File: src/rtl/inst_fetch.sv
// Instruction fetch front end: owns the PC, issues one synchronous memory
// read per cycle and qualifies the returned word for decode across stalls,
// redirects and the all-zero end-of-program marker.
module inst_fetch #(
    parameter int          ADDR_W   = 8,
    parameter int          DATA_W   = 32,
    parameter logic [ADDR_W-1:0] RESET_PC = '0
) (
    input  logic              clk,
    input  logic              rst,
    input  logic              stall,
    input  logic              redirect_valid,
    input  logic [ADDR_W-1:0] redirect_pc,
    output logic [ADDR_W-1:0] imem_addr,
    output logic              imem_hazard,
    input  logic [DATA_W-1:0] imem_data,
    output logic [DATA_W-1:0] inst_out,
    output logic [ADDR_W-1:0] pc_out,
    output logic              inst_valid,
    output logic              halted,
    output logic [15:0]       fetch_count
);

    // Fetch-side state: next address to request, address of the word now
    // returning, whether that return is live, halt flag, delivered count.
    logic [ADDR_W-1:0] pc_q;
    logic [ADDR_W-1:0] issued_q;
    logic              fvalid_q;
    logic              halted_q;
    logic [15:0]       count_q;

    logic              word_is_zero;
    logic              halt_now;
    logic              deliver;

    // Qualify the word coming back from memory this cycle.
    always_comb begin
        word_is_zero = (imem_data == '0);
        halt_now     = fvalid_q & word_is_zero;
        inst_valid   = fvalid_q & ~halted_q & ~word_is_zero;
        // A word only counts as delivered if decode actually consumes it:
        // not while the pipe is frozen and not when a redirect squashes it.
        deliver      = inst_valid & ~stall & ~redirect_valid;
    end

    // PC / return-tracking update; redirect beats stall, stall beats halt.
    always_ff @(posedge clk) begin
        if (!rst) begin
            pc_q     <= RESET_PC;
            issued_q <= RESET_PC;
            fvalid_q <= 1'b0;
            halted_q <= 1'b0;
        end else if (redirect_valid) begin
            // The word in flight belongs to the old path, so squash it.
            pc_q     <= redirect_pc;
            fvalid_q <= 1'b0;
            halted_q <= 1'b0;
        end else if (stall) begin
            // Memory holds its output too, so everything simply freezes.
            pc_q     <= pc_q;
        end else if (halted_q || halt_now) begin
            halted_q <= 1'b1;
            fvalid_q <= 1'b0;
        end else begin
            issued_q <= pc_q;
            pc_q     <= pc_q + 1'b1;
            fvalid_q <= 1'b1;
        end
    end

    // Count instructions handed to decode (wraps at 16 bits).
    always_ff @(posedge clk) begin
        if (!rst) begin
            count_q <= '0;
        end else if (deliver) begin
            count_q <= count_q + 16'd1;
        end
    end

    // Memory request side and decode-facing outputs.
    always_comb begin
        imem_addr   = pc_q;
        imem_hazard = stall & ~redirect_valid;
        inst_out    = imem_data;
        pc_out      = issued_q;
        halted      = halted_q;
        fetch_count = count_q;
    end

endmodule

File: config.mk
export PLATFORM = sky130hd
export DESIGN_NAME = inst_fetch
export DESIGN_NICKNAME = d
export VERILOG_FILES = /design/src/rtl/inst_fetch.sv
export SDC_FILE = /design/constraint.sdc
export NUM_CORES = 1
export LEC_CHECK = 0
export CORE_ASPECT_RATIO = 0.5
export CORE_MARGIN = 5
export CORE_UTILIZATION = 39
export DETAILED_ROUTE_END_ITERATION = 10
export PLACE_DENSITY = 0.82
export SLEW_MARGIN = 20
export SYNTH_ARGS = -nofsm -noshare
export SYNTH_HDL_FRONTEND = slang
export SYNTH_SLANG_ARGS = --single-unit
File: constraint.sdc
create_clock -name clk -period 2.65 [get_ports clk]
set_input_delay 0.53 -clock clk [delete_from_list [all_inputs] [get_ports clk]]
set_output_delay 0.53 -clock clk [all_outputs]
set_load 0.05 [all_outputs]
==> results of run 1 <==
==> cell usage after synthesis (all sizes together), types with 4 or more instances <==
| cell type | number | share of area [%] |
|---|---|---|
| buf | 33 | 13 |
| nor2 | 15 | 2.8 |
| o31a | 4 | 1.8 |
| inv | 6 | 1.1 |
| or3 | 8 | 2.8 |
| nand2 | 18 | 3.4 |
| dfxtp | 34 | 34 |
| nand3 | 19 | 4.8 |
| nor3 | 7 | 2.0 |
| nor4 | 12 | 4.5 |
| nand4 | 4 | 1.3 |
| o211ai | 7 | 2.6 |
| o21ai | 22 | 5.7 |
| a21oi | 13 | 3.3 |
| xor2 | 7 | 3.1 |
| clkbuf | 11 | 2.1 |
==> registers in the layout, indices dropped and copies added (netlist names) <==
name,cells
fetch_count,16
imem_addr,8
pc_out,8
fvalid_q,1
halted,1
==> critical path, cell delays in order <==
cell             delay, ns
clkdlybuf4s50_1       0.45
nor4_1                0.31
nand4_1               0.26
nor2_2                0.24
nor3_2                0.05
buf_4                 0.19
==> metal layers <==
metal	vias to the layer above	wire length, µm
met5	-	0
met4	0	63
met3	7	409
met2	67	3053
met1	981	2494
li1	1045	-
==> final cells by class <==
cell class | count | area, µm²
Fill cell | 413 | 1934
Multi-Input combinational cell | 165 | 1001
Inverter | 7 | 26.28
Sequential cell | 34 | 680.7
Tap cell | 70 | 87.58
Clock inverter | 1 | 5.005
Clock buffer | 7 | 86.33
Timing Repair Buffer | 121 | 1111
==> power breakdown <==
group | internal (mW) | total [mW] | switching [mW]
Combinational | 0.139 | 0.355 | 0.217
Clock | 0.210 | 0.400 | 0.190
Sequential | 0.524 | 0.543 | 0.0186
Total | 0.872 | 1.30 | 0.425
==> worst paths after layout <==
kind            startpoint         endpoint  slack (ns)  cells past startpoint
max          imem_data[16]       inst_valid        0.08                      6
min              pc_out[6]        pc_out[6]        0.47                      2
max reg2reg         halted  fetch_count[10]        0.81                      5
min reg2reg      pc_out[6]        pc_out[6]        0.47                      2
==> metrics by stage <==
stage,hold slack (ns),setup slack [ns],std cells
floorplan,0.5492,0.3149,250
global placement,0.4530,0.04579,397
detailed placement,0.4684,0.02673,397
CTS,0.4791,0.05416,405
global route,0.4961,0.01466,405
finish,0.4716,0.07705,405
==> cells in the final DEF (no fill, tap or decap), types with 2 or more instances in the layout <==
| cell | synthesis | routed |
|---|---|---|
| nor2_1 | 15 | 14 |
| or3_1 | 7 | 7 |
| nor3_2 | 1 | 2 |
| o211ai_1 | 7 | 7 |
| o21a_1 | 2 | 2 |
| xor2_1 | 7 | 7 |
| buf_4 | 32 | 44 |
| o31a_1 | 4 | 4 |
| xnor2_1 | 3 | 3 |
| nand2_1 | 18 | 18 |
| nand3_1 | 19 | 19 |
| inv_1 | 6 | 6 |
| nor4_1 | 11 | 11 |
| dfxtp_1 | 34 | 34 |
| nand4_1 | 4 | 4 |
| ha_1 | 2 | 2 |
| a31oi_1 | 3 | 3 |
| clkbuf_8 | 0 | 6 |
| o21ai_0 | 20 | 20 |
| and3_1 | 3 | 3 |
| clkdlybuf4s50_1 | 0 | 76 |
| nor3_1 | 6 | 5 |
| a21oi_1 | 13 | 13 |
| or4_1 | 3 | 3 |
==> logic make-up (layout without fill, tap and decap cells) <==
group	after synthesis	after routing
AO/OA/AOI/OAI	59	59
XOR/XNOR	10	10
adder cells (fa/ha/maj)	2	2
buffers and inverters	51	136
flip-flops	34	34
multiplexers	1	1
AND/OR/NAND/NOR	93	93
==> summary.txt, run 1 <==
Final Hold Fails - 0
Post-synth top flop - dfxtp_1
Starting Density - 40.31%
Worst Tran Pin Value - 0.5205 ns
VDD IR max - 0.2244 mV
min cycle time layout - 2.573 ns
Critical Path RT - 2.12 ns
Synthesis Warnings - 0
largest net degree at the start of global routing - 28
Mapped Area - 1988 µm²
Die ar. - 6712 µm²
port bufs - 110
Worst Clk Skew - 0.007543 ns
DP HPWL - 4.742 mm
gr ovfl total - 0
Placer Congestion - 0.8455
CP Launch Type - input pin
DR iter-0 viols - 154
Worst Path Arrival - 2.04 ns
total CTS buffers - 5
setup violation total in the final timing report - 0
Post-synth ARST share - 0%
routed len/inst - 14.87 µm
GR Util met2 - 30.78%
gr usage total - 16.48%
vias per cell - 5.185
core area - 4932 µm²
Post-DP Area - 2904 µm²
Final Cell Area - 2998 µm²
initial antenna violation count - 0
synthesis-to-layout area growth - 50.79%
Remaining DRCs - 0
Compound-Gate Fraction of Synth Area - 18.50%
TritonRoute pass-1 iters - 4
fraction of the mapped netlist area in simple logic gates - 25.05%
unrepaired setup endpoints after global routing - no
Max Cap Violations - 0
Die H - 60.49 µm
hold_buf cts - 0
CTS tree - built
area share of xor/xnor cells in the synthesized design - 4.405%
clock-pin slew on the worst setup and hold paths - 0.07 ns
DR vias - 2100
register area share after synthesis - 34.24%
Cell variety after synth - 41
I/O pin total - 111
Post-synth EDFFs - 0
Post-Route Setup TNS - 0 ns
Std-Cell Rows - 18
Inserted Diodes - 0
post-layout util - 60.78%
Worst Hold Class - register to register
Yosys reg bits - 34
largest family of logic cells by synthesized area - simple AND/OR/NAND/NOR gates
fin crit share - 97.09%
Nets - 380
post-synthesis mux area share - 0.5035%
status - complete, no violations
Syn Area/Cell - 7.953 µm²
vias in the first global route - 1999
DRT antenna net count - 0
Max FO, Critical Path - 2
Synth Area in Adders - 1.259%
Syn Nets - 296
PD cells - 432.9 nW/µm²
Die W - 111.0 µm
GR peak layer - met2
crit path capture type - output port
postcts setup bufs - 0
GR Layer Usage met3 - 4.382%
first-pass GRT wire length - 9.142 mm
Global Route met1 Usage - 19.13%
Leak - 1.100 nW
clock sink count - 34
worst-case clock buffer depth - 2
total power - 1.298 mW
relative slew slack - 65.19%
Syn Inst Count - 250
WS Path Type - input pin to output port
H-tree Lvls - 2
Peak Freq - 388.7 MHz
layout cell share with drive strength beyond 1 - 17.91%
worst-skew pair later-pin latency - 0.29 ns
# resized after CTS - 0
Root Driver - clkbuf_8
Slew Viols, Final - 0
final WL - 6.022 mm
No activity file was read; power rests on OpenSTA's default activity.
==> run 2, diff against run 1 <==
Settings changed: CORE_UTILIZATION 39 to 42, HOLD_SLACK_MARGIN from default to 0.08, PLACE_DENSITY 0.82 to 0.88.
Clock period 2.65 ns to 3.1 ns, I/O delays scaled along.
==> run 2 against run 1 <==
Worst hold slack lost 0.0032 ns. Sequential share of layout area shrank 0.24 points. Clock skew down 0.0041 ns. Via count grew 0.29%. Final area up 1.1%. Global-route usage increased by 3.4 points. Cell count is 1.7% lower. Largest cell class unchanged.
==> summary.txt, run 2 (synthesis results as in run 1) <==
status - complete, no violations
DR vias - 2106 (+0.29%)
Critical Path RT - 2.48 ns (+0.36 ns)
Max Cap Violations - 0 (unchanged)
PD cells - 366.2 nW/µm² (-15%)
gr usage total - 19.91% (+3.4 points)
fin crit share - 94.05%
# resized after CTS - 0 (unchanged)
total power - 1.110 mW (-14%)
worst-case clock buffer depth - 2 (unchanged)
worst-skew pair later-pin latency - 0.28 ns (about the same)
R2R depth - 5 (unchanged)
postcts setup bufs - 0 (unchanged)
min cycle time layout - 2.916 ns
Worst Clk Skew - 0.003394 ns (-0.004149 ns)
TritonRoute pass-1 iters - 4 (unchanged)
CP max-delay cell - clkdlybuf4s50_1
hold_buf cts - 0 (unchanged)
Peak Freq - 343.0 MHz
Starting Density - 44.30% (+4.0 points)
Worst Hold Class - register to register
largest net degree at the start of global routing - 28 (unchanged)
crit path capture type - output port
Std-Cell Rows - 17 (-1)
H-tree Lvls - 2 (unchanged)
crit-path max cell delay - 0.42 ns (-0.03 ns)
Die ar. - 6293 µm² (-6.2%)
critical path, cell by cell - clkdlybuf4s50_1 > nor4_1 > nand4_1 > nor2_1 > nor3_1 > buf_4
vias in the first global route - 2101 (+5.1%)
Remaining DRCs - 0 (unchanged)
# fillers - 375 (-9.2%)
synthesis-to-layout area growth - 52.42%
core area - 4488 µm² (-9.0%)
multi-input logic area - 993.5 µm² (-0.75%)
unrepaired setup endpoints after global routing - no
Worst Hold Path Cells - 2 (unchanged)
launch point of the worst hold path - pc_out[5]
Hold Path Sink - pc_out[5]
commonest non-fill, non-tap cells in the layout - clkdlybuf4s50_1 (108), dfxtp_1 (34), o21ai_0 (20)
Worst Tran Pin Value - 0.5284 ns (+0.007894 ns)
Reg2Reg Launch Point - halted
I/O pin total - 111 (unchanged)
Worst Path Arrival - 2.30 ns (+0.26 ns)
R2R setup slack - 1.23 ns (+0.42 ns)
VDD IR max - 0.2237 mV (-0.31%)
Post-Route Setup TNS - 0 ns (unchanged)
clock sink count - 34 (unchanged)
Worst R2R End - fetch_count[10]
CTS tree - built
WS Path Type - input pin to output port
number of flip-flops in the largest register - 16 (unchanged)
Placer Congestion - 0.8433 (-0.26%)
Root Driver - clkbuf_8
CP Launch Type - input pin
total CTS buffers - 5 (unchanged)
CP bufs+invs - 2 (unchanged)
delay-heaviest family, CP - simple AND/OR/NAND/NOR gates
Inserted Diodes - 0 (unchanged)
Die W - 107.3 µm (-3.3%)
final WL - 6.236 mm (+3.6%)
DP HPWL - 4.926 mm (+3.9%)
most common cell after layout, fill and taps aside - clkdlybuf4s50_1
clock-pin slew on the worst setup and hold paths - 0.07 ns (about the same)
relative slew slack - 64.56% (-0.63 points)
sequential cell area - 680.7 µm² (unchanged)
Die H - 58.65 µm (-3.0%)
final hold slack - 0.4684 ns (-0.003235 ns)
vias per cell - 5.291 (+2.0%)
setup violation total in the final timing report - 0 (unchanged)
first-pass GRT wire length - 9.970 mm (+9.1%)
gr ovfl total - 0 (unchanged)
Leak - 1.051 nW (-4.4%)
initial antenna violation count - 0 (unchanged)
routed len/inst - 15.67 µm (+5.4%)
Slew Viols, Final - 0 (unchanged)
Cells after DPL - 390 (-1.8%)
Nets - 377 (-0.79%)
DRT antenna net count - 0 (unchanged)
layout cell share with drive strength beyond 1 - 6.928% (-11 points)
DR iter-0 viols - 173 (+12%)
port bufs - 110 (unchanged)
Final Hold Fails - 0 (unchanged)
Max FO, Critical Path - 6 (+4)
Finished Layout Cells - 398 (-1.7%)
[run 2: worst max path at each step]
stage                             start          to  cells past startpoint
after floorplan           imem_data[16]  inst_valid                      5
after global placement    imem_data[18]  inst_valid                      6
after detailed placement  imem_data[18]  inst_valid                      6
final                     imem_data[18]  inst_valid                      6
after global routing      imem_data[25]  inst_valid                      6
after CTS                 imem_data[18]  inst_valid                      6
[run 2: layout make-up]
cell class	count	share of cell area (%)
Multi-Input combinational cell	165	32.78
Inverter	7	0.8671
Clock inverter	1	0.1652
Tap cell	66	2.725
Sequential cell	34	22.46
Clock buffer	7	2.849
Timing Repair Buffer	118	38.15
[run 2: power by group]
group	switching (mW)	internal, mW
combinational	0.185	0.124
sequential	0.0169	0.448
clock	0.156	0.179
[run 2: per-layer routing]
| metal | up-vias | routed length [µm] | GRT usage [%] |
|---|---|---|---|
| met5 | - | 0 | 0 |
| met2 | 93 | 3153 | 35.02 |
| met4 | 0 | 101 | 8.743 |
| li1 | 1036 | - | - |
| met1 | 969 | 2433 | 22.90 |
| met3 | 8 | 547 | 5.805 |
[run 2: per-stage QoR]
stage / cell area, µm² / util, % / setup slack, ns
2_1_floorplan: 1988 / - / 0.1567
3_3_place_gp: 2939 / 65.49 / 0.2282
3_5_place_dp: 2939 / 65.49 / 0.1813
4_1_cts: 3030 / 67.52 / 0.1875
5_1_grt: 3030 / 67.52 / 0.04643
6_report: 3030 / 67.52 / 0.1844
[run 2: worst register-to-register path: cells and delay by family, from the launching register on]
kind | cells | cell delay, ns
compound gates | 1 | 0.19
flops | 1 | 0.35
simple gates | 4 | 1.28
